--- config.mk ---
export PLATFORM = sky130hd
export DESIGN_NAME = image_ram_scheduler
export DESIGN_NICKNAME = d
export VERILOG_FILES = /design/src/rtl/image_ram_scheduler_pkg.sv /design/src/rtl/image_ram_scheduler_read_valid_pipe.sv /design/src/rtl/image_ram_scheduler.sv
export SDC_FILE = /design/constraint.sdc
export NUM_CORES = 1
export LEC_CHECK = 0
export CORE_MARGIN = 10
export CORE_UTILIZATION = 38
export CTS_CLUSTER_SIZE = 24
export DETAILED_ROUTE_END_ITERATION = 12
export PLACE_DENSITY_LB_ADDON = 0.3
export SLEW_MARGIN = 10
export SYNTH_ARGS = -nofsm -noshare
export SYNTH_HDL_FRONTEND = slang
export SYNTH_SLANG_ARGS = --single-unit
--- constraint.sdc ---
create_clock -name clk -period 5.1 [get_ports clk]
set_input_delay 1.53 -clock clk [delete_from_list [all_inputs] [get_ports clk]]
set_output_delay 1.53 -clock clk [all_outputs]
set_load 0.005 [all_outputs]
--- src/rtl/image_ram_scheduler_pkg.sv ---
// Shared decoder constants and scheduler state encodings.
package image_ram_scheduler_pkg;

  localparam int IMAGE_WIDTH  = 320;
  localparam int IMAGE_HEIGHT = 240;
  localparam int TABLE_SIZE   = 64;
  localparam int PIXEL_WIDTH  = 8;

  typedef enum logic {
    ST_IDLE        = 1'b0,
    ST_WRITE_BLOCK = 1'b1
  } sched_state_t;

endpackage

--- src/rtl/image_ram_scheduler_read_valid_pipe.sv ---
// Delays read grants by the RAM read latency and presents ram_q as read data
// in the cycle the delayed grant emerges.
module read_valid_pipe #(
  parameter int READ_LATENCY = 1,
  parameter int PIXEL_WIDTH  = 8
) (
  input  logic                   clk,
  input  logic                   rst,
  input  logic                   grant,
  input  logic [PIXEL_WIDTH-1:0] ram_q,
  output logic                   valid,
  output logic [PIXEL_WIDTH-1:0] data
);

  logic [READ_LATENCY-1:0] stages;

  // shift grants along; reset drops any reads in flight
  always_ff @(posedge clk or negedge rst) begin
    if (!rst) begin
      stages <= '0;
    end else begin
      stages <= (stages << 1) | READ_LATENCY'(grant);
    end
  end

  assign valid = stages[READ_LATENCY-1];
  assign data  = valid ? ram_q : '0;

endmodule

--- src/rtl/image_ram_scheduler.sv ---
// Arbitrates the single-port image RAM between the block writer and a pixel
// reader. A table start reserves the RAM for the full block; idle cycles go to
// the reader, with a bounded run so pending tables are never starved.
module image_ram_scheduler #(
  parameter int IMAGE_RAM_ADDRESS_WIDTH = 17,
  parameter int PIXEL_WIDTH             = image_ram_scheduler_pkg::PIXEL_WIDTH,
  parameter int TABLE_SIZE              = image_ram_scheduler_pkg::TABLE_SIZE,
  parameter int READ_LATENCY            = 1,
  parameter int MAX_READ_RUN            = 16
) (
  input  logic                               clk,
  input  logic                               rst,
  input  logic                               table_valid,
  output logic                               table_accept,
  output logic                               gen_start,
  input  logic [IMAGE_RAM_ADDRESS_WIDTH-1:0] wr_address,
  input  logic [PIXEL_WIDTH-1:0]             wr_data,
  input  logic                               wr_CE,
  input  logic                               wr_WE,
  input  logic                               image_generated,
  input  logic                               rd_req,
  input  logic [IMAGE_RAM_ADDRESS_WIDTH-1:0] rd_address,
  output logic                               rd_grant,
  output logic                               rd_valid,
  output logic [PIXEL_WIDTH-1:0]             rd_data,
  output logic [IMAGE_RAM_ADDRESS_WIDTH-1:0] ram_address,
  output logic [PIXEL_WIDTH-1:0]             ram_data,
  output logic                               ram_CE,
  output logic                               ram_WE,
  input  logic [PIXEL_WIDTH-1:0]             ram_q,
  output logic                               frame_done,
  output logic                               protocol_error
);

  import image_ram_scheduler_pkg::*;

  localparam int              WC_W    = $clog2(TABLE_SIZE + 1);
  localparam logic [WC_W-1:0] WC_LAST = WC_W'(TABLE_SIZE - 1);
  localparam logic [7:0]      RUN_MAX = 8'(MAX_READ_RUN);

  sched_state_t    state, state_nxt;
  logic [WC_W-1:0] write_count;
  logic [7:0]      read_run;
  logic            start;

  assign gen_start    = start;
  assign table_accept = start;

  // state, block write counter, reader run length and status flags
  always_ff @(posedge clk or negedge rst) begin
    if (!rst) begin
      state          <= ST_IDLE;
      write_count    <= '0;
      read_run       <= '0;
      frame_done     <= 1'b0;
      protocol_error <= 1'b0;
    end else begin
      state <= state_nxt;

      // write_count tracks WRITE_BLOCK cycles; the block ends on its last write
      if (start) begin
        write_count <= '0;
      end else if (state == ST_WRITE_BLOCK) begin
        write_count <= write_count + 1'b1;
      end

      // run length only matters while a table is waiting behind the reader
      if (start || (state == ST_IDLE && !table_valid)) begin
        read_run <= '0;
      end else if (rd_grant && table_valid && read_run != RUN_MAX) begin
        read_run <= read_run + 8'd1;
      end

      frame_done <= image_generated;

      if (state == ST_IDLE && wr_CE) begin
        protocol_error <= 1'b1;
      end
    end
  end

  // next state, grant decision and RAM port mux
  always_comb begin
    state_nxt   = state;
    start       = 1'b0;
    rd_grant    = 1'b0;
    ram_address = '0;
    ram_data    = '0;
    ram_CE      = 1'b0;
    ram_WE      = 1'b0;
    case (state)
      ST_IDLE: begin
        if (table_valid && (!rd_req || read_run == RUN_MAX)) begin
          start     = 1'b1;
          state_nxt = ST_WRITE_BLOCK;
        end else if (rd_req) begin
          rd_grant = 1'b1;
        end
        if (rd_grant) begin
          ram_address = rd_address;
          ram_CE      = 1'b1;
        end else if (wr_CE) begin
          // stray writer access is flagged but still reaches the RAM
          ram_address = wr_address;
          ram_data    = wr_data;
          ram_CE      = 1'b1;
          ram_WE      = wr_WE;
        end
      end
      ST_WRITE_BLOCK: begin
        if (wr_CE) begin
          ram_address = wr_address;
          ram_data    = wr_data;
          ram_CE      = 1'b1;
          ram_WE      = wr_WE;
        end
        if (write_count == WC_LAST) begin
          state_nxt = ST_IDLE;
        end
      end
      default: state_nxt = ST_IDLE;
    endcase
  end

  read_valid_pipe #(
    .READ_LATENCY(READ_LATENCY),
    .PIXEL_WIDTH (PIXEL_WIDTH)
  ) u_read_valid_pipe (
    .clk  (clk),
    .rst  (rst),
    .grant(rd_grant),
    .ram_q(ram_q),
    .valid(rd_valid),
    .data (rd_data)
  );

endmodule

==> results.py <==
metrics = {
    "status": {
        "status": "complete, no violations",
    },
    "route": {
        "antenna_left": 0,
        "drt-pass1-iter-count": 4,
        "via_per_inst": 4.88,
        "wire_per_inst_um": 17.6,
        "dr_total_vias": 1508,
        "drc_errors": 0,
        "drtIter0Drc": 59,
        "routed_wl_um": 5430,
    },
    "clock_tree": {
        "cts.sinks": 19,
        "cts_hold_buf": 0,
        "cts_made_buffers": 3,
        "cts_buffer_depth": 2,
        "cts_max_level": 1,
        "cts-root-buf": "clkbuf_8",
        "clkTransAtPathRegs_ps": 70,
        "clk_latency_ps": 260,
        "cts_tree": "built",
        "cts_resized": 0,
        "cts_setup_buffers": 0,
    },
    "cells_and_area": {
        "fillers": 310,
        "layout-drive-gt1-share": 0.0383,
        "num_antenna_cells": 0,
        "utilization": 0.686,
        "stdcell_area_um2": 2490,
        "multi_input_area_um2": 811,
        "seq_area_um2": 475,
        "layoutNonFillerInstCount": 309,
        "area_growth_pct": 75.3,
        "fin_nets": 322,
    },
    "worst_setup_path": {
        "r2r_cells": 5,
        "cp-start-kind": "input pin",
        "arrival_ps": 3460,
        "timing.rr.end": "read_run[7]",
        "crit_type": "input pin to output pin",
        "endpoint": "ram_address[8]",
        "crit_fanout": 28,
        "worstReg2RegStart": "read_run[0]",
        "worst-r2r-setup-slack_ps": 3040,
        "required_ps": 3570,
        "crit_start": "table_valid",
        "endpoint_kind": "output pin",
    },
    "yosys": {
        "synth.avg_cell_area_um2": 8.67,
        "yosysUniqueCellTypes": 37,
        "synthCells": 164,
        "synth_nets": 224,
        "yosysSeqAreaShare": 0.335,
        "ys_seq_elements": 19,
        "synth_edf_count": 0,
        "synthArstFlopShare": 1.00,
        "ys_warn_count": 0,
        "syn_area_um2": 1420,
        "synth_ff_type": "dfrtp_1",
    },
    "timing": {
        "holdWs_ps": 472,
        "period_share": 0.978,
        "relSlewSlack": 0.422,
        "setup_tns_ps": 0,
        "fmax_mhz": 200,
        "slew_violations": 0,
        "grt_setup_unrepaired": "false",
        "fin_ws_ps": 110,
        "layout_min_cycle_time_ps": 4990,
        "clock_skew_ps": 1.65,
        "worst_slew_pin_slew_ps": 864,
        "timing.final.hold_violations": 0,
        "finalSetupViolCount": 0,
    },
    "place": {
        "place.port_buffers": 97,
        "dp.cells": 305,
        "place_area_um2": 2450,
        "gp_congestion": 0.824,
        "post-place-ws_ps": 119,
        "dp_hpwl_um": 4620,
    },
    "global_routing": {
        "grt_pass1_wl_um": 7550,
        "antenna_found_initial": 0,
        "gr-total-overflow": 0,
        "grt_max_degree": 29,
        "grt_use_total": 0.148,
        "grt_pass1_vias": 1275,
    },
    "die": {
        "die_h_um": 81.2,
        "rows": 22,
        "die_x_um": 81.2,
        "io_pins": 98,
        "core_region_area_um2": 3630,
        "initial_core_util": 0.391,
        "dieArea_um2": 6590,
    },
    "hold_path": {
        "min_path_type": "flip-flop to flip-flop",
        "holdPathStages": 1,
    },
    "power_and_ir_drop": {
        "cellLeakagePower_nw": 1.23,
        "power_density_nw_per_um2": 318,
        "finalPower_uw": 791,
        "ir_worst_vdd_mv": 0.258,
    },
    "run": {
        "drv_cap": 0,
    },
}
-- power by group --
group	total (mW)	internal (mW)	switching, mW
clock	0.104	0.0556	0.0484
combinational	0.392	0.231	0.161
sequential	0.295	0.212	0.0829
total	0.791	0.499	0.293
-- cell usage in the layout (no fill, tap or decap), types with 2 or more instances in the layout --
master	n
a22oi_1	3
buf_4	3
a311oi_1	2
clkbuf_8	3
mux2i_1	20
nand4_1	3
a21oi_1	10
ha_1	3
or3_1	2
nand3_1	2
a31oi_1	2
and2_1	9
xor2_1	5
and3_1	12
nand2b_1	2
nand4b_1	2
xnor2_1	2
o21ai_0	2
nand2_1	19
clkdlybuf4s50_1	97
dfrtp_1	19
inv_1	23
-- layer usage --
metal	part of all wire	routed length, µm	track usage	vias up
met2	0.47	2530	0.234	62
li1	-	-	-	757
met3	0.093	506	0.0541	7
met1	0.43	2350	0.190	682
met5	0	0	0	-
met4	0.0074	40	0.0260	0
-- cell type report --
class | count | share of cell area
repair buffers | 101 | 0.407
multi-input cells | 114 | 0.325
flip-flops and latches | 19 | 0.191
inverters | 23 | 0.0347
well taps | 48 | 0.0241
clock buffers | 4 | 0.0181
-- cell usage after synthesis, types with 2 or more instances --
cell type,instances,area share
buf_6,2,0.016
mux2i_1,20,0.14
o21ai_0,2,0.0070
clkbuf_1,4,0.011
nand3_1,2,0.0070
xor2_1,5,0.031
a22oi_1,3,0.016
a311oi_1,2,0.012
and2_1,9,0.040
a31oi_1,2,0.0088
inv_1,23,0.061
a21oi_1,10,0.035
nand4_1,3,0.013
dfrtp_1,19,0.33
nand2_1,19,0.050
and3_1,12,0.053
nand4b_1,2,0.012
or3_1,2,0.0088
xnor2_1,2,0.012
ha_1,3,0.026
nand2b_1,2,0.0088
-- flip-flops by register name (all words and copies together), names as in the netlist --
name / cells
read_run: 8
u_read_valid_pipe.valid: 1
state: 1
write_count: 7
protocol_error: 1
frame_done: 1
-- how the worst min path moves through the flow --
stage	from	end	slack (ps)
finish	protocol_error	protocol_error	470
detailed placement	protocol_error	protocol_error	460
global route	protocol_error	protocol_error	490
global placement	protocol_error	protocol_error	440
floorplan	protocol_error	protocol_error	450
CTS	protocol_error	protocol_error	470
-- worst max-delay path: stages --
cell,delay (ps)
clkdlybuf4s50_1,490
inv_1,100
o311ai_4,320
buf_12,230
mux2i_1,220
clkdlybuf4s50_1,560
-- kinds of logic (layout without fill, tap and decap cells) --
kind of cell,Yosys count,count (layout),synth area share
AOI/OAI and AO/OA,27,27,0.134
xor gates and xnor gates,7,7,0.0431
adders and majority gates,3,3,0.0264
buffers and inverters,31,128,0.0951
DFF,19,19,0.335
muxes,20,20,0.141
and+or+nand+nor,57,57,0.226
(Power assumes the default switching activity.)
